### src/rtl/mem_req_ctrl_pkg.sv
// Shared widths, command record and FSM encoding for the memory request controller.
package mem_ctrl_pkg;
  localparam int ADDR_WIDTH = 9;
  localparam int DATA_WIDTH = 32;

  typedef struct packed {
    logic                  wr;
    logic [ADDR_WIDTH-1:0] addr;
    logic [DATA_WIDTH-1:0] wdata;
  } mem_cmd_t;

  typedef enum logic [1:0] {IDLE, ISSUE, CAPTURE, RESP} mem_ctrl_state_t;
endpackage

### src/rtl/mem_req_ctrl_if.sv
// Command, response and memory-side buses of mem_req_ctrl.
// master = command source / memory model side, slave = the controller.
interface mem_req_ctrl_if import mem_ctrl_pkg::*; ();
  logic                  req_valid;
  logic                  req_ready;
  logic                  req_wr;
  logic [ADDR_WIDTH-1:0] req_addr;
  logic [DATA_WIDTH-1:0] req_wdata;
  logic                  rsp_valid;
  logic                  rsp_ready;
  logic [ADDR_WIDTH-1:0] rsp_addr;
  logic [DATA_WIDTH-1:0] rsp_rdata;
  logic                  mem_enb;
  logic                  mem_rd_wr;
  logic [ADDR_WIDTH-1:0] mem_addr;
  logic [DATA_WIDTH-1:0] mem_data_in;
  logic [DATA_WIDTH-1:0] mem_data_out;

  modport master (
    output req_valid, req_wr, req_addr, req_wdata, rsp_ready, mem_data_out,
    input  req_ready, rsp_valid, rsp_addr, rsp_rdata,
           mem_enb, mem_rd_wr, mem_addr, mem_data_in
  );

  modport slave (
    input  req_valid, req_wr, req_addr, req_wdata, rsp_ready, mem_data_out,
    output req_ready, rsp_valid, rsp_addr, rsp_rdata,
           mem_enb, mem_rd_wr, mem_addr, mem_data_in
  );
endinterface

### src/rtl/mem_req_ctrl_fifo.sv
// Command FIFO: wrap-around pointers with an extra MSB; can_push is a registered
// not-full flag, low during reset, and a same-cycle pop never frees a full FIFO.
module mem_cmd_fifo import mem_ctrl_pkg::*; #(
  parameter int DEPTH = 4
) (
  input  logic                     clk,
  input  logic                     rst,
  input  logic                     push,
  input  mem_cmd_t                 din,
  input  logic                     pop,
  output mem_cmd_t                 dout,
  output logic                     full,
  output logic                     empty,
  output logic [$clog2(DEPTH):0]   level,
  output logic                     can_push
);
  localparam int AW = $clog2(DEPTH);

  logic [AW:0] wr_ptr, rd_ptr, level_nxt;
  mem_cmd_t    mem_q [DEPTH];

  assign level     = wr_ptr - rd_ptr;
  assign empty     = (wr_ptr == rd_ptr);
  assign full      = (wr_ptr[AW] != rd_ptr[AW]) && (wr_ptr[AW-1:0] == rd_ptr[AW-1:0]);
  assign dout      = mem_q[rd_ptr[AW-1:0]];
  assign level_nxt = level + (AW+1)'(push) - (AW+1)'(pop);

  always_ff @(posedge clk or posedge rst) begin
    if (rst) begin
      wr_ptr   <= '0;
      rd_ptr   <= '0;
      can_push <= 1'b0;
    end else begin
      if (push) wr_ptr <= wr_ptr + 1'b1;
      if (pop)  rd_ptr <= rd_ptr + 1'b1;
      can_push <= (level_nxt != (AW+1)'(DEPTH));
    end
  end

  always_ff @(posedge clk) begin
    if (push) mem_q[wr_ptr[AW-1:0]] <= din;
  end
endmodule

### src/rtl/mem_req_ctrl.sv
// Request-side controller for a 1-cycle registered single-port memory:
// FIFO-buffered commands, one access in flight, in-order read responses.
module mem_req_ctrl import mem_ctrl_pkg::*; #(
  parameter int FIFO_DEPTH = 4
) (
  input  logic                          clk,
  input  logic                          rst,
  mem_req_ctrl_if.slave                 bus,
  output logic [$clog2(FIFO_DEPTH):0]   cmd_level,
  output logic                          busy
);
  mem_ctrl_state_t state_q, state_d;
  mem_cmd_t        cmd_in, head;
  logic            push, pop, full, empty, can_push;
  logic            cur_wr_q, cur_wr_d;
  logic            enb_q, enb_d, rd_wr_q, rd_wr_d;
  logic            rsp_valid_q, rsp_valid_d;
  logic [ADDR_WIDTH-1:0] addr_q, addr_d, rsp_addr_q, rsp_addr_d;
  logic [DATA_WIDTH-1:0] wdata_q, wdata_d, rsp_rdata_q, rsp_rdata_d;

  assign cmd_in = '{wr: bus.req_wr, addr: bus.req_addr, wdata: bus.req_wdata};
  assign push   = bus.req_valid && can_push && !full;

  mem_cmd_fifo #(.DEPTH(FIFO_DEPTH)) u_fifo (
    .clk(clk), .rst(rst), .push(push), .din(cmd_in), .pop(pop), .dout(head),
    .full(full), .empty(empty), .level(cmd_level), .can_push(can_push)
  );

  always_comb begin
    state_d     = state_q;
    pop         = 1'b0;
    cur_wr_d    = cur_wr_q;
    enb_d       = enb_q;
    rd_wr_d     = rd_wr_q;
    addr_d      = addr_q;
    wdata_d     = wdata_q;
    rsp_valid_d = rsp_valid_q;
    rsp_addr_d  = rsp_addr_q;
    rsp_rdata_d = rsp_rdata_q;
    case (state_q)
      IDLE: if (!empty) begin
        pop      = 1'b1;
        enb_d    = 1'b1;
        rd_wr_d  = ~head.wr;
        addr_d   = head.addr;
        wdata_d  = head.wdata;
        cur_wr_d = head.wr;
        state_d  = ISSUE;
      end
      ISSUE: begin
        enb_d   = 1'b0;
        rd_wr_d = 1'b1;
        state_d = cur_wr_q ? IDLE : CAPTURE;
      end
      // Memory output is only meaningful here; mem_addr still holds the read address.
      CAPTURE: begin
        rsp_rdata_d = bus.mem_data_out;
        rsp_addr_d  = addr_q;
        rsp_valid_d = 1'b1;
        state_d     = RESP;
      end
      RESP: if (bus.rsp_ready) begin
        rsp_valid_d = 1'b0;
        state_d     = IDLE;
      end
      default: state_d = IDLE;
    endcase
  end

  always_ff @(posedge clk or posedge rst) begin
    if (rst) begin
      state_q     <= IDLE;
      cur_wr_q    <= 1'b0;
      enb_q       <= 1'b0;
      rd_wr_q     <= 1'b1;
      addr_q      <= '0;
      wdata_q     <= '0;
      rsp_valid_q <= 1'b0;
      rsp_addr_q  <= '0;
      rsp_rdata_q <= '0;
    end else begin
      state_q     <= state_d;
      cur_wr_q    <= cur_wr_d;
      enb_q       <= enb_d;
      rd_wr_q     <= rd_wr_d;
      addr_q      <= addr_d;
      wdata_q     <= wdata_d;
      rsp_valid_q <= rsp_valid_d;
      rsp_addr_q  <= rsp_addr_d;
      rsp_rdata_q <= rsp_rdata_d;
    end
  end

  assign bus.req_ready   = can_push;
  assign bus.mem_enb     = enb_q;
  assign bus.mem_rd_wr   = rd_wr_q;
  assign bus.mem_addr    = addr_q;
  assign bus.mem_data_in = wdata_q;
  assign bus.rsp_valid   = rsp_valid_q;
  assign bus.rsp_addr    = rsp_addr_q;
  assign bus.rsp_rdata   = rsp_rdata_q;
  assign busy            = (state_q != IDLE) || !empty;
endmodule
### src/flat_wrapper.sv
// flat-port wrapper written by rule: the top's interface ports become plain ports
module mem_req_ctrl_flat import mem_ctrl_pkg::*;
#(
  parameter int FIFO_DEPTH = 4
)
  (clk, rst, cmd_level, busy, bus_req_valid, bus_req_wr, bus_req_addr, bus_req_wdata, bus_rsp_ready, bus_mem_data_out, bus_req_ready, bus_rsp_valid, bus_rsp_addr, bus_rsp_rdata, bus_mem_enb, bus_mem_rd_wr, bus_mem_addr, bus_mem_data_in);
  mem_req_ctrl_if bus_i ();
  input  logic clk;
  input  logic rst;
  output logic [$clog2(FIFO_DEPTH):0] cmd_level;
  output logic busy;
  input wire logic [$bits(bus_i.req_valid)-1:0] bus_req_valid;
  input wire logic [$bits(bus_i.req_wr)-1:0] bus_req_wr;
  input wire logic [$bits(bus_i.req_addr)-1:0] bus_req_addr;
  input wire logic [$bits(bus_i.req_wdata)-1:0] bus_req_wdata;
  input wire logic [$bits(bus_i.rsp_ready)-1:0] bus_rsp_ready;
  input wire logic [$bits(bus_i.mem_data_out)-1:0] bus_mem_data_out;
  output wire logic [$bits(bus_i.req_ready)-1:0] bus_req_ready;
  output wire logic [$bits(bus_i.rsp_valid)-1:0] bus_rsp_valid;
  output wire logic [$bits(bus_i.rsp_addr)-1:0] bus_rsp_addr;
  output wire logic [$bits(bus_i.rsp_rdata)-1:0] bus_rsp_rdata;
  output wire logic [$bits(bus_i.mem_enb)-1:0] bus_mem_enb;
  output wire logic [$bits(bus_i.mem_rd_wr)-1:0] bus_mem_rd_wr;
  output wire logic [$bits(bus_i.mem_addr)-1:0] bus_mem_addr;
  output wire logic [$bits(bus_i.mem_data_in)-1:0] bus_mem_data_in;
  assign bus_i.req_valid = bus_req_valid;
  assign bus_i.req_wr = bus_req_wr;
  assign bus_i.req_addr = bus_req_addr;
  assign bus_i.req_wdata = bus_req_wdata;
  assign bus_i.rsp_ready = bus_rsp_ready;
  assign bus_i.mem_data_out = bus_mem_data_out;
  assign bus_req_ready = bus_i.req_ready;
  assign bus_rsp_valid = bus_i.rsp_valid;
  assign bus_rsp_addr = bus_i.rsp_addr;
  assign bus_rsp_rdata = bus_i.rsp_rdata;
  assign bus_mem_enb = bus_i.mem_enb;
  assign bus_mem_rd_wr = bus_i.mem_rd_wr;
  assign bus_mem_addr = bus_i.mem_addr;
  assign bus_mem_data_in = bus_i.mem_data_in;
  mem_req_ctrl #(.FIFO_DEPTH(FIFO_DEPTH)) u_core (.clk(clk), .rst(rst), .bus(bus_i), .cmd_level(cmd_level), .busy(busy));
endmodule
### config.mk
export PLATFORM = sky130hd
export DESIGN_NAME = mem_req_ctrl_flat
export DESIGN_NICKNAME = d
export VERILOG_FILES = /design/src/rtl/mem_req_ctrl_pkg.sv /design/src/rtl/mem_req_ctrl_if.sv /design/src/rtl/mem_req_ctrl_fifo.sv /design/src/rtl/mem_req_ctrl.sv /design/src/flat_wrapper.sv
export SDC_FILE = /design/constraint.sdc
export NUM_CORES = 1
export LEC_CHECK = 0
export BUFFER_PORTS_ARGS = -buffer_cell sky130_fd_sc_hd__buf_2
export CORE_UTILIZATION = 55
export CTS_BUF_LIST = sky130_fd_sc_hd__clkbuf_8
export CTS_CLUSTER_DIAMETER = 60
export CTS_CLUSTER_SIZE = 8
export DETAILED_ROUTE_END_ITERATION = 10
export PLACE_DENSITY_LB_ADDON = 0.1
export SLEW_MARGIN = 20
export SYNTH_ARGS = -nofsm -noshare
export SYNTH_HDL_FRONTEND = slang
export SYNTH_SLANG_ARGS = --single-unit
### constraint.sdc
create_clock -name clk -period 8.6 [get_ports clk]
set_input_delay 0.43 -clock clk [delete_from_list [all_inputs] [get_ports clk]]
set_output_delay 0.43 -clock clk [all_outputs]
set_load 0.01 [all_outputs]
## Word-level counts from Yosys, hierarchy flattened

Memories as Yosys holds them, arrays and structs flattened.
Cells that the tools add are included.
Widths: inputs -> output; s select.

- Muxes and demuxes: 14
- Reductions and logical operators: 14
- Bitwise operators: 2
- Equality and inequality tests: 9
- $add $sub $neg: 5

Operators by type and width:

| operator | count |
|---|---|
| $pmux 2 s4 | 1 |
| $reduce_and 2->1 | 4 |
| $mux 1 | 7 |
| $add 3x1->3 const B | 2 |
| $mux 2 | 3 |
| $pmux 1 s2 | 3 |
| $reduce_bool 2->1 | 3 |
| $eq 2x2->1 const B | 2 |
| $ne 2x2->1 const B | 2 |
| $add 3x1->3 | 1 |
| $eq 3x3->1 | 1 |
| $logic_and 1x1->1 | 3 |
| $ne 3x3->1 const B | 1 |
| $sub 3x1->3 | 1 |
| $sub 3x3->3 | 1 |
| $eq 2x1->1 const B | 1 |
| $eq 2x2->1 | 1 |
| $logic_not 1->1 | 2 |
| $logic_not 2->1 | 1 |
| $not 1->1 | 2 |
| $logic_or 1x1->1 | 1 |
| $ne 1x1->1 | 1 |

- Register bits: 95
- Memories kept: 1
- Bits in writable memories: 168
- Word-level logic and storage cells: 57

Memory list:

| memory | depth | bits a word | rd ports | clocked after Yosys merged registers in | write ports | RTL line | text |
|---|---|---|---|---|---|---|---|
| u_core.u_fifo.mem_q | 4 | 42 | 1 | 0 | 1 | mem_req_ctrl_fifo.sv:20 | `mem_cmd_t mem_q [DEPTH];` |

## Depth between registers and ports, before layout

Gate-level depths: netlist (run 1).

- Depth after elaboration: 7
- Mapped depth: 15

## Hierarchy

Synthesis (run 1) repeated with hierarchy kept, for this count alone.

- Cells, all modules: 468
- Area, all modules: 9974.6 um^2

By module, submodules not included:

| module | cells each | area each (um^2) | instances |
|---|---|---|---|
| mem_cmd_fifo | 268 | 6620.1 | 1 |
| mem_req_ctrl | 200 | 3354.5 | 1 |

## Worst setup path after synthesis (run 1)

OpenSTA, ideal clock, no wires.

- Path type: flip-flop to flip-flop
- Start: register u_core.u_fifo.rd_ptr[1]
- End: memory u_core.u_fifo.mem_q[3][0] (netlist name) (enable)
- Stages on the path, launching flop included: 6
- Path slack: 4373 ps
- Setup time: 470 ps
- Arrival time: 3757 ps
- Path through: dfrtp_1 -> clkbuf_1 -> clkbuf_1 -> inv_1 -> ha_1 -> a31oi_1

- Longest elaborated chain between the ends: 6

Ends and longest elaborated chain:

| item | RTL line | text |
|---|---|---|
| start: declaration | mem_req_ctrl_fifo.sv:19 | `logic [AW:0] wr_ptr, rd_ptr, level_nxt;` |
| start signal: assignment | mem_req_ctrl_fifo.sv:35 | `if (pop) rd_ptr <= rd_ptr + 1'b1;` |
| $eq 2x2->1 | mem_req_ctrl_fifo.sv:24 | `assign full = (wr_ptr[AW] != rd_ptr[AW]) && (wr_ptr[AW-1:0] == rd_ptr[AW-1:0]);` |
| $logic_and 1x1->1 | mem_req_ctrl_fifo.sv:24 |  |
| $logic_not 1->1 | mem_req_ctrl.sv:22 | `assign push = bus.req_valid && can_push && !full;` |
| $logic_and 1x1->1 | mem_req_ctrl.sv:22 |  |
| $mux 1 | mem_req_ctrl_fifo.sv:41 | `if (push) mem_q[wr_ptr[AW-1:0]] <= din;` |
| $mux 1 (implied by the code) | mem_req_ctrl_fifo.sv:41 |  |
| end: declaration | mem_req_ctrl_fifo.sv:20 |  |

No other way between the ends.

## Worst setup path in the final report (run 1)

- Start: register u_core.u_fifo.rd_ptr[0]
- End: register u_core.u_fifo.can_push

- Longest elaborated chain between the ends: 7

Ends and longest elaborated chain:

| item | RTL line | text |
|---|---|---|
| parallel branches: the longest is 5 deep, another holds $sub 3x3->3 | - |  |
| $sub 3x1->3 (*) | mem_req_ctrl_fifo.sv:26 | `assign level_nxt = level + (AW+1)'(push) - (AW+1)'(pop);` |
| $ne 3x3->1 (*) | mem_req_ctrl_fifo.sv:36 | `can_push <= (level_nxt != (AW+1)'(DEPTH));` |
| end signal: assignment | mem_req_ctrl_fifo.sv:36 |  |
| end: declaration | mem_req_ctrl_fifo.sv:15 | `output logic can_push` |

Every way passes the cells marked *.
A chain may end at the register's enable or synchronous reset.

==> report_table.html, run 1 <==
<table>
<tr><th>Metric</th><th>Value</th></tr>
<tr><th colspan="2">Synthesis</th></tr>
<tr><td>Most frequent cell after synthesis</td><td>sky130_fd_sc_hd__edfxtp_1</td></tr>
<tr><td>Top cells by instance count after synthesis</td><td>sky130_fd_sc_hd__edfxtp_1 (168), sky130_fd_sc_hd__dfrtp_1 (94), sky130_fd_sc_hd__mux2_2 (48)</td></tr>
<tr><td>Count of flip-flops with a built-in enable after synthesis</td><td>roughly 170</td></tr>
<tr><td>Post-synthesis register bit count</td><td>about 260</td></tr>
<tr><td>Library cells used by synthesis</td><td>33</td></tr>
<tr><td>Count of mapped cells out of synthesis</td><td>469</td></tr>
<tr><td>Top post-synthesis cells by area</td><td>sky130_fd_sc_hd__edfxtp_1 (50%), sky130_fd_sc_hd__dfrtp_1 (23%), sky130_fd_sc_hd__mux4_2 (9.4%)</td></tr>
<tr><td>Synth Net Count</td><td>around 560</td></tr>
<tr><td>Mean instance size in the synthesized netlist</td><td>between 20 and 25 µm²</td></tr>
<tr><td>Leading register cell type out of synthesis</td><td>sky130_fd_sc_hd__edfxtp_1</td></tr>
<tr><td>Area share of the largest cell type after synthesis</td><td>50.1%</td></tr>
<tr><td>Dominant cell type by area after synthesis</td><td>sky130_fd_sc_hd__edfxtp_1</td></tr>
<tr><td>Mapped Area</td><td>between 10000 and 15000 µm²</td></tr>
<tr><td>Share of flip-flops with an asynchronous set or reset after synthesis</td><td>between 30% and 40%</td></tr>
<tr><td>Proportion of synthesized chip area in sequential cells</td><td>approximately 74%</td></tr>
<tr><td>Yosys warnings</td><td>0</td></tr>
<tr><th colspan="2">Place</th></tr>
<tr><td>Half-perimeter wire length after placement</td><td>10200 µm</td></tr>
<tr><td>Gp weighted congestion</td><td>around 0.73</td></tr>
<tr><td>Buffers added on ports</td><td>roughly 170</td></tr>
<tr><th colspan="2">Min path</th></tr>
<tr><td>Cell depth of the worst min-delay path</td><td>1</td></tr>
<tr><td>Worst hold path class</td><td>input port to flop</td></tr>
<tr><th colspan="2">Floorplanning</th></tr>
<tr><td>Floorplan die area</td><td>18900 µm²</td></tr>
<tr><td>Initial cell density of the core</td><td>56.1%</td></tr>
<tr><td>Top-Level Pins</td><td>around 170</td></tr>
<tr><td>Y dimension of the die</td><td>about 140 µm</td></tr>
<tr><td>Area of the core region</td><td>roughly 18000 µm²</td></tr>
<tr><td>Core Rows</td><td>a little under 50</td></tr>
<tr><td>Die W</td><td>approximately 140 µm</td></tr>
<tr><th colspan="2">Detailed routing</th></tr>
<tr><td>First-pass DRT Iterations</td><td>4</td></tr>
<tr><td>Number of DRC markers after the initial detailed-route iteration</td><td>between 150 and 200</td></tr>
<tr><td>Residual antenna-violating net count after detailed routing</td><td>0</td></tr>
<tr><td>Average detailed-routed wire length per instance</td><td>19.0 µm</td></tr>
<tr><td>Total Wirelength</td><td>17400 µm</td></tr>
<tr><td>Routed via count divided by cell count</td><td>around 5.3</td></tr>
<tr><td>DR vias</td><td>around 4800</td></tr>
<tr><td>Post-route DRC violation count</td><td>0</td></tr>
<tr><th colspan="2">STA</th></tr>
<tr><td>Max-slew violation count</td><td>0</td></tr>
<tr><td>Number of endpoints with negative hold slack in the final report</td><td>0</td></tr>
<tr><td>Unrepaired setup endpoints after global routing</td><td>no</td></tr>
<tr><td>Fin crit share</td><td>45.3%</td></tr>
<tr><td>Minimum period implied by the final worst setup slack</td><td>between 3 and 4 ns</td></tr>
<tr><td>Fin Setup TNS</td><td>0 ns</td></tr>
<tr><td>Fmax</td><td>approximately 260 MHz</td></tr>
<tr><td>Hold Slack</td><td>0.130 ns</td></tr>
<tr><td>Worst slew pin tran</td><td>0.957 ns</td></tr>
<tr><td>Number of endpoints failing setup at the final stage</td><td>0</td></tr>
<tr><td>Worst setup skew after layout</td><td>0.0128 ns</td></tr>
<tr><td>Worst slew margin</td><td>approximately 36%</td></tr>
<tr><th colspan="2">Flow run</th></tr>
<tr><td>Max-cap violations</td><td>0</td></tr>
<tr><th colspan="2">GRT</th></tr>
<tr><td>Antenna violations before repair</td><td>3</td></tr>
<tr><td>Via count of the first global-routing pass</td><td>between 5000 and 6000</td></tr>
<tr><td>Largest net degree at the start of global routing</td><td>71</td></tr>
<tr><td>First-pass GRT wire length</td><td>between 20000 and 30000 µm</td></tr>
<tr><td>Total grt overflow</td><td>0</td></tr>
<tr><td>Overall fraction of global-route tracks in use</td><td>around a fifth</td></tr>
<tr><th colspan="2">Power and ir drop</th></tr>
<tr><td>Power density over the cells</td><td>between 300 and 400 nW/µm²</td></tr>
<tr><td>Peak supply drop</td><td>~0.27 mV</td></tr>
<tr><td>Leakage dissipation</td><td>0.00471 µW</td></tr>
<tr><th colspan="2">Critical path</th></tr>
<tr><td>Req. time, crit path</td><td>8.99 ns</td></tr>
<tr><td>Critical path start-end classification</td><td>flop to flop</td></tr>
<tr><td>Number of cell instances on the worst register-to-register path</td><td>10</td></tr>
<tr><td>Critical path fanouts, max</td><td>46</td></tr>
<tr><td>Critical Path Source Type</td><td>flop</td></tr>
<tr><td>Crit path arrival time</td><td>between 4 and 5 ns</td></tr>
<tr><td>Critical Path Sink Type</td><td>flop</td></tr>
<tr><th colspan="2">Clocking</th></tr>
<tr><td>Inserted Clock Buffers</td><td>38</td></tr>
<tr><td>Worst-skew pair later-pin latency</td><td>0.51 ns</td></tr>
<tr><td>Clock tree sinks</td><td>approximately 260</td></tr>
<tr><td>Cells resized by post-CTS repair</td><td>0</td></tr>
<tr><td>H-tree depth</td><td>2</td></tr>
<tr><td>Max Buffers Root-to-Sink</td><td>3</td></tr>
<tr><td>Clock tree from TritonCTS</td><td>built</td></tr>
<tr><td>Clock transition at the register clock pins on the worst setup and hold paths after CTS</td><td>around 0.07 ns</td></tr>
<tr><td>Root buf cell</td><td>sky130_fd_sc_hd__clkbuf_8</td></tr>
<tr><th colspan="2">Final layout</th></tr>
<tr><td>Total Nets Final</td><td>approximately 750</td></tr>
<tr><td>Fill cells</td><td>roughly 1300</td></tr>
<tr><td>Ratio of cells with drive above 1 in the final layout</td><td>50.8%</td></tr>
<tr><td>Antenna diode count</td><td>0</td></tr>
<tr><td>Area grow syn2layout</td><td>16.9%</td></tr>
<tr><th colspan="2">Run status</th></tr>
<tr><td>Status</td><td>finished, final reports clean</td></tr>
</table>
final cells by class:
class	instances	area, µm²	share of cell area (%)
sequential	263	7430	63.1
multi-input combinational	174	2480	21.0
timing repair buffer	172	888	7.55
clock buffer	39	537	4.56
tap	229	287	2.43
clock inverter	28	109	0.925
inverter	11	43.8	0.372
worst paths after layout:
kind,start,to,slack (ns)
max in group asynchronous,rst,u_core.u_fifo.rd_ptr[0],6.79
setup / recovery,u_core.u_fifo.rd_ptr[0],u_core.u_fifo.can_push,4.71
hold reg to reg,u_core.bus.rsp_valid,u_core.bus.rsp_valid,0.48
hold / removal,bus_req_wdata[0],u_core.u_fifo.mem_q[0][0],0.13
min in group asynchronous,rst,u_core.bus.rsp_addr[6],0.43
setup reg to reg,u_core.u_fifo.rd_ptr[0],u_core.u_fifo.can_push,4.71
flip-flops by register name, indices dropped and copies added (netlist names), named ones only:
register,count
u_core.bus.mem_rd_wr,1
u_core.bus.rsp_valid,1
u_core.u_fifo.can_push,1
u_core.u_fifo.wr_ptr,3
u_core.bus.mem_enb,1
u_core.bus.rsp_rdata,32
u_core.bus.mem_addr,9
u_core.bus.rsp_addr,9
u_core.state_q,1
u_core.cur_wr_q,1
u_core.bus.mem_data_in,32
u_core.u_fifo.mem_q,168
u_core.u_fifo.rd_ptr,3
per-stage QoR:
step / util (%) / std cells / instance area, µm² / power, µW / worst slack [ns]
after global routing: 65.5 / 916 / 11800 / 4680 / 4.36
after detailed placement: 61.8 / 847 / 11100 / 3610 / 4.60
after floorplan: - / 469 / 10100 / 3130 / 4.37
after global placement: 61.7 / 847 / 11100 / 3550 / 4.68
final: 65.5 / 916 / 11800 / 4400 / 4.71
after CTS: 65.4 / 915 / 11700 / 4470 / 4.60
where the power goes:
part,switching (µW),internal (µW),total (µW)
logic,706,834,1540
clock network,430,419,848
registers,233,1780,2010
critical path, stage by stage (launching register included):
cell,delay (ns)
sky130_fd_sc_hd__dfrtp_4,1.02
sky130_fd_sc_hd__ha_1,0.44
sky130_fd_sc_hd__nand2_1,0.20
sky130_fd_sc_hd__o21a_4,0.77
sky130_fd_sc_hd__ha_1,0.26
sky130_fd_sc_hd__inv_1,0.04
sky130_fd_sc_hd__ha_1,0.18
sky130_fd_sc_hd__fa_1,0.38
sky130_fd_sc_hd__xnor2_1,0.17
sky130_fd_sc_hd__nor3b_1,0.21
sky130_fd_sc_hd__mux2i_1,0.10
cell usage in the layout (no fill, tap or decap), drive strengths merged, types with 2 or more instances in the layout:
cell type  count
and2           3
xor2           4
ha             9
mux2          85
dfrtp         94
buf          171
clkbuf        39
a31oi          3
fa             2
nor2b          2
nand2b         3
nand2          3
a21oi          4
mux4          42
inv           38
xnor2          3
edfxtp       168
nor3           2
repair_timing:
action / 4_1_cts / 5_1_grt
hold buffers: 1 / 0
setup buffers: 0 / 0
setup endpoints to repair: 0 / 0
hold endpoints to repair: 25 / 0
cells by family (layout without fill, tap and decap cells):
| family | after synthesis | count (layout) | synth area share, % |
|---|---|---|---|
| flops | 263 | 263 | 73.7 |
| xor+xnor | 7 | 7 | 0.684 |
| buf+inv | 32 | 250 | 2.06 |
| simple gates | 16 | 16 | 0.870 |
| fa+ha+maj | 11 | 11 | 1.52 |
| compound gates | 12 | 12 | 0.771 |
| mux | 128 | 128 | 20.4 |
routing by layer:
layer / vias to the layer above / global-route usage, % / wire length, µm
met5: - / 0 / 28
met4: 6 / 5.80 / 283
met3: 31 / 5.48 / 1170
met2: 159 / 31.3 / 8500
met1: 2427 / 24.2 / 7390
li1: 2205 / - / -
(Power assumes the default switching activity.)
==> run 2, diff against run 1 <==
- ABC_AREA: unset -> 1
- CORE_UTILIZATION: 55 -> 53
- clock period: 8.6 -> 3.3 ns (I/O delays scaled with it)
==> run 2 against run 1 <==
Wire length increased by 21%. Utilization increased by 2.3 points. Sequential share of layout area decreased by 5.3 points. Global-route usage increased by 3.0 points. Clock power increased to 2.6 times the previous value. Sequential power increased by 150%. Clock skew increased by 0.015 ns. Sequential cell count unchanged. Die area increased by 6.7%. Critical path type unchanged. Largest power group unchanged.
==> report_table.html, run 2 <==
<table>
<tr><th>Metric</th><th>Value</th></tr>
<tr><th colspan="2">Synthesis</th></tr>
<tr><td>Mean instance size in the synthesized netlist</td><td>12.0 µm² (was 21.5 µm²)</td></tr>
<tr><td>Most frequent cell after synthesis</td><td>sky130_fd_sc_hd__nand2_1 (was sky130_fd_sc_hd__edfxtp_1)</td></tr>
<tr><td>Share of the synthesized netlist area taken by xor and xnor gates</td><td>0.423% (was 0.683%)</td></tr>
<tr><td>Area fraction in and, or, nand and nor cells after synthesis</td><td>14.2% (was 0.870%)</td></tr>
<tr><td>Count of mapped cells out of synthesis</td><td>862 (was 469)</td></tr>
<tr><td>Multiplexer share of the synthesized area</td><td>4.46% (was 20.4%)</td></tr>
<tr><td>Share of flip-flops with an asynchronous set or reset after synthesis</td><td>36.1% (unchanged)</td></tr>
<tr><td>Count of flip-flops with a built-in enable after synthesis</td><td>168 (unchanged)</td></tr>
<tr><td>Share of synthesized cell area in full adder, half adder and majority cells</td><td>1.47% (was 1.52%)</td></tr>
<tr><td>Area share of the largest cell type after synthesis</td><td>48.7% (was 50.1%)</td></tr>
<tr><td>Top cells by instance count after synthesis</td><td>sky130_fd_sc_hd__nand2_1 (204), sky130_fd_sc_hd__nor2_1 (171), sky130_fd_sc_hd__edfxtp_1 (168) (was sky130_fd_sc_hd__edfxtp_1 (168), sky130_fd_sc_hd__dfrtp_1 (94), sky130_fd_sc_hd__mux2_2 (48))</td></tr>
<tr><td>Post-synthesis register bit count</td><td>263 (unchanged)</td></tr>
<tr><td>Dominant cell type by area after synthesis</td><td>sky130_fd_sc_hd__edfxtp_1 (unchanged)</td></tr>
<tr><td>Leading register cell type out of synthesis</td><td>sky130_fd_sc_hd__edfxtp_1 (unchanged)</td></tr>
<tr><td>Yosys warnings</td><td>0 (unchanged)</td></tr>
<tr><td>Library cells used by synthesis</td><td>23 (was 33)</td></tr>
<tr><td>Proportion of synthesized chip area in sequential cells</td><td>71.6% (was 73.7%)</td></tr>
<tr><td>Post-synthesis compound-gate area fraction</td><td>4.25% (was 0.770%)</td></tr>
<tr><td>Top post-synthesis cells by area</td><td>sky130_fd_sc_hd__edfxtp_1 (49%), sky130_fd_sc_hd__dfrtp_1 (23%), sky130_fd_sc_hd__nand2_1 (7.4%) (was sky130_fd_sc_hd__edfxtp_1 (50%), sky130_fd_sc_hd__dfrtp_1 (23%), sky130_fd_sc_hd__mux4_2 (9.4%))</td></tr>
<tr><td>Mapped Area</td><td>10400 µm² (was 10100 µm²)</td></tr>
<tr><td>Synth Net Count</td><td>951 (was 558)</td></tr>
<tr><td>Dominant combinational cell family by area after synthesis</td><td>simple AND/OR/NAND/NOR gates (was multiplexers)</td></tr>
<tr><th colspan="2">Critical path</th></tr>
<tr><td>Crit path arrival time</td><td>3.12 ns (was 4.28 ns)</td></tr>
<tr><td>Library cell contributing the largest single delay on the critical path</td><td>sky130_fd_sc_hd__fa_1 (was sky130_fd_sc_hd__dfrtp_4)</td></tr>
<tr><td>Critical Path Source Type</td><td>flop (unchanged)</td></tr>
<tr><td>R2r startpoint</td><td>u_core.u_fifo.wr_ptr[0] (was u_core.u_fifo.rd_ptr[0])</td></tr>
<tr><td>Critical path start-end classification</td><td>flop to flop (unchanged)</td></tr>
<tr><td>Number of buffers and inverters on the critical path</td><td>3 (was 1)</td></tr>
<tr><td>Req. time, crit path</td><td>3.70 ns (was 8.99 ns)</td></tr>
<tr><td>Worst-path cell chain</td><td>inv_1 &gt; ha_1 &gt; nand2_1 &gt; inv_1 &gt; nand2_1 &gt; nand2_2 &gt; ha_1 &gt; inv_1 &gt; ha_1 &gt; fa_1 &gt; xnor2_1 &gt; nand3_1 &gt; nand2_1 &gt; nand2_1 (was ha_1 &gt; nand2_1 &gt; o21a_4 &gt; ha_1 &gt; inv_1 &gt; ha_1 &gt; fa_1 &gt; xnor2_1 &gt; nor3b_1 &gt; mux2i_1)</td></tr>
<tr><td>Critical path fanouts, max</td><td>9 (was 46)</td></tr>
<tr><td>Delay contributed by the slowest stage of the critical path</td><td>0.42 ns (was 1.02 ns)</td></tr>
<tr><td>Cell type with the highest occurrence count on the critical path</td><td>sky130_fd_sc_hd__nand2_1 (was sky130_fd_sc_hd__ha_1)</td></tr>
<tr><td>Gate family responsible for the most delay along the worst path</td><td>adder cells (unchanged)</td></tr>
<tr><td>Critical path origin</td><td>u_core.u_fifo.wr_ptr[0] (was u_core.u_fifo.rd_ptr[0])</td></tr>
<tr><td>Critical Path Sink Type</td><td>flop (unchanged)</td></tr>
<tr><th colspan="2">Floorplanning</th></tr>
<tr><td>Area of the core region</td><td>19000 µm² (was 18000 µm²)</td></tr>
<tr><td>Initial cell density of the core</td><td>54.7% (was 56.1%)</td></tr>
<tr><td>Core Rows</td><td>50 (was 49)</td></tr>
<tr><td>Floorplan die area</td><td>20100 µm² (was 18900 µm²)</td></tr>
<tr><td>Top-Level Pins</td><td>168 (unchanged)</td></tr>
<tr><td>Y dimension of the die</td><td>142 µm (was 137 µm)</td></tr>
<tr><td>Die W</td><td>142 µm (was 137 µm)</td></tr>
<tr><th colspan="2">GRT</th></tr>
<tr><td>Overall fraction of global-route tracks in use</td><td>21.9% (was 18.9%)</td></tr>
<tr><td>Via count of the first global-routing pass</td><td>6915 (was 5010)</td></tr>
<tr><td>Antenna violations before repair</td><td>0 (was 3)</td></tr>
<tr><td>Largest net degree at the start of global routing</td><td>87 (was 71)</td></tr>
<tr><td>Total grt overflow</td><td>0 (unchanged)</td></tr>
<tr><td>First-pass GRT wire length</td><td>34200 µm (was 26400 µm)</td></tr>
<tr><th colspan="2">Detailed routing</th></tr>
<tr><td>DR vias</td><td>6849 (was 4828)</td></tr>
<tr><td>Residual antenna-violating net count after detailed routing</td><td>0 (unchanged)</td></tr>
<tr><td>Average detailed-routed wire length per instance</td><td>15.0 µm (was 19.0 µm)</td></tr>
<tr><td>Post-route DRC violation count</td><td>0 (unchanged)</td></tr>
<tr><td>Total Wirelength</td><td>21000 µm (was 17400 µm)</td></tr>
<tr><td>First-pass DRT Iterations</td><td>4 (unchanged)</td></tr>
<tr><td>Routed via count divided by cell count</td><td>4.87 (was 5.27)</td></tr>
<tr><td>Number of DRC markers after the initial detailed-route iteration</td><td>331 (was 175)</td></tr>
<tr><th colspan="2">Min path</th></tr>
<tr><td>Worst hold path class</td><td>input port to flop (unchanged)</td></tr>
<tr><td>Hold path start</td><td>bus_req_valid (was bus_req_wdata[0])</td></tr>
<tr><th colspan="2">Clocking</th></tr>
<tr><td>Max Buffers Root-to-Sink</td><td>3 (unchanged)</td></tr>
<tr><td>Worst-skew pair later-pin latency</td><td>0.53 ns (was 0.51 ns)</td></tr>
<tr><td>Clock transition at the register clock pins on the worst setup and hold paths after CTS</td><td>0.07 ns (about the same)</td></tr>
<tr><td>Inserted Clock Buffers</td><td>38 (unchanged)</td></tr>
<tr><td>Root buf cell</td><td>sky130_fd_sc_hd__clkbuf_8 (unchanged)</td></tr>
<tr><td>Post-CTS Setup Repair Bufs</td><td>0 (unchanged)</td></tr>
<tr><td>Clock tree from TritonCTS</td><td>built (unchanged)</td></tr>
<tr><td>H-tree depth</td><td>2 (unchanged)</td></tr>
<tr><td>Clock tree sinks</td><td>263 (unchanged)</td></tr>
<tr><th colspan="2">Final layout</th></tr>
<tr><td>Antenna diode count</td><td>0 (unchanged)</td></tr>
<tr><td>Ratio of cells with drive above 1 in the final layout</td><td>24.0% (was 50.8%)</td></tr>
<tr><td>Most frequent cells in the layout</td><td>sky130_fd_sc_hd__nand2_1 (203), sky130_fd_sc_hd__edfxtp_1 (168), sky130_fd_sc_hd__nor2_1 (167), sky130_fd_sc_hd__buf_2 (167), sky130_fd_sc_hd__dfrtp_1 (92) (was sky130_fd_sc_hd__edfxtp_1 (168), sky130_fd_sc_hd__buf_2 (167), sky130_fd_sc_hd__dfrtp_1 (92), sky130_fd_sc_hd__mux2_2 (48), sky130_fd_sc_hd__mux4_2 (42))</td></tr>
<tr><td>Total Nets Final</td><td>1207 (was 749)</td></tr>
<tr><td>Post-Layout Inst Area</td><td>12900 µm² (was 11800 µm²)</td></tr>
<tr><td>Area grow syn2layout</td><td>24.1% (was 16.9%)</td></tr>
<tr><td>Post-route insts no fill</td><td>1406 (was 916)</td></tr>
<tr><td>Most frequent standard cell in the layout excluding fill and tap cells</td><td>sky130_fd_sc_hd__nand2_1 (was sky130_fd_sc_hd__edfxtp_1)</td></tr>
<tr><td>Number of flip-flops under the largest register name</td><td>168 (unchanged)</td></tr>
<tr><th colspan="2">Place</th></tr>
<tr><td>Buffers added on ports</td><td>167 (unchanged)</td></tr>
<tr><td>Gp weighted congestion</td><td>0.784 (was 0.735)</td></tr>
<tr><td>Half-perimeter wire length after placement</td><td>11600 µm (was 10200 µm)</td></tr>
<tr><td>Total placed cells including tap cells</td><td>1262 (was 847)</td></tr>
<tr><td>Post-detailed-placement cell area</td><td>11400 µm² (was 11100 µm²)</td></tr>
<tr><th colspan="2">STA</th></tr>
<tr><td>Fin crit share</td><td>82.5% (was 45.3%)</td></tr>
<tr><td>Hold Slack</td><td>0.0634 ns (was 0.130 ns)</td></tr>
<tr><td>Worst slew margin</td><td>34.6% (was 36.2%)</td></tr>
<tr><td>Max-slew violation count</td><td>0 (unchanged)</td></tr>
<tr><td>Worst setup skew after layout</td><td>0.0276 ns (was 0.0128 ns)</td></tr>
<tr><td>Worst slew pin tran</td><td>0.980 ns (was 0.957 ns)</td></tr>
<tr><td>Unrepaired setup endpoints after global routing</td><td>no (unchanged)</td></tr>
<tr><td>Number of endpoints failing setup at the final stage</td><td>0 (unchanged)</td></tr>
<tr><td>Fmax</td><td>367 MHz (was 257 MHz)</td></tr>
<tr><td>Minimum period implied by the final worst setup slack</td><td>2.72 ns (was 3.89 ns)</td></tr>
<tr><td>Number of endpoints with negative hold slack in the final report</td><td>0 (unchanged)</td></tr>
<tr><th colspan="2">Power and ir drop</th></tr>
<tr><td>Leakage dissipation</td><td>0.00565 µW (was 0.00471 µW)</td></tr>
<tr><td>Power density over the cells</td><td>905 nW/µm² (was 374 nW/µm²)</td></tr>
<tr><td>Peak supply drop</td><td>0.507 mV (was 0.267 mV)</td></tr>
<tr><td>Total power</td><td>11600 µW (was 4400 µW)</td></tr>
<tr><th colspan="2">Run status</th></tr>
<tr><td>Status</td><td>finished, final reports clean (unchanged)</td></tr>
<tr><th colspan="2">Flow run</th></tr>
<tr><td>Max-cap violations</td><td>0 (unchanged)</td></tr>
</table>
==> run 2: final cells by class <==
class                   count  area (µm²)
clock inverters            29         113
repair buffers            256        1740
fillers                  1459        6100
clock buffers              39         537
inverters                  27         104
well taps                 260         325
multi-input cells         532        2610
flip-flops and latches    263        7430
==> run 2: logic make-up (layout without fill, tap and decap cells) <==
family,Yosys count,after routing
multiplexers,41,41
flip-flops,263,263
buffers and inverters,67,351
XOR/XNOR,5,5
AND/OR/NAND/NOR,388,388
AO/OA/AOI/OAI,87,87
adder cells (fa/ha/maj),11,11
==> run 2: what timing repair did <==
| action | in CTS | in global routing |
|---|---|---|
| hold endpoints to repair | 265 | 0 |
| resized for setup | 0 | 0 |
| hold buffers | 76 | 0 |
==> run 2: layer usage <==
layer  routed length (µm)  up-vias  track usage (%)
met5                    0        -                0
met1                 9410     3252             28.2
met3                 1160       21             4.25
li1                     -     3390                -
met2                10200      186             37.8
met4                  235        0             6.51
==> run 2: report_power, final <==
part / leakage [µW] / internal (µW) / switching (µW)
clock network: 0.000430 / 1090 / 1140
registers: 0.00269 / 4560 / 364
logic: 0.00253 / 1740 / 2740
total: 0.00565 / 7390 / 4240
==> run 2: through the flow <==
step	TNS, ns	util (%)	setup slack, ns
final	0	67.8	0.578
after global routing	0	67.8	0.381
after CTS	0	67.8	0.572
after detailed placement	0	60.4	0.596
after global placement	0	60.4	0.687
after floorplan	-48.11	-	-0.286
==> run 2: final timing paths <==
kind                                                   end  slack (ns)  depth (start not counted)
worst max-delay path                u_core.u_fifo.can_push        0.58                         14
worst min-delay path               u_core.u_fifo.wr_ptr[0]        0.06                          5
worst max register to register      u_core.u_fifo.can_push        0.58                         14
worst min register to register                        flop        0.45                          1
max in group asynchronous       u_core.bus.mem_data_in[26]        2.26                          4
min in group asynchronous           u_core.bus.rsp_addr[6]        0.37                          3
==> run 2: tightest hold or removal path, stage by stage <==
cell	delay (ns)
sky130_fd_sc_hd__buf_2	0.10
sky130_fd_sc_hd__nand2_1	0.05
sky130_fd_sc_hd__inv_1	0.08
sky130_fd_sc_hd__nand3_1	0.11
sky130_fd_sc_hd__nand2_1	0.06
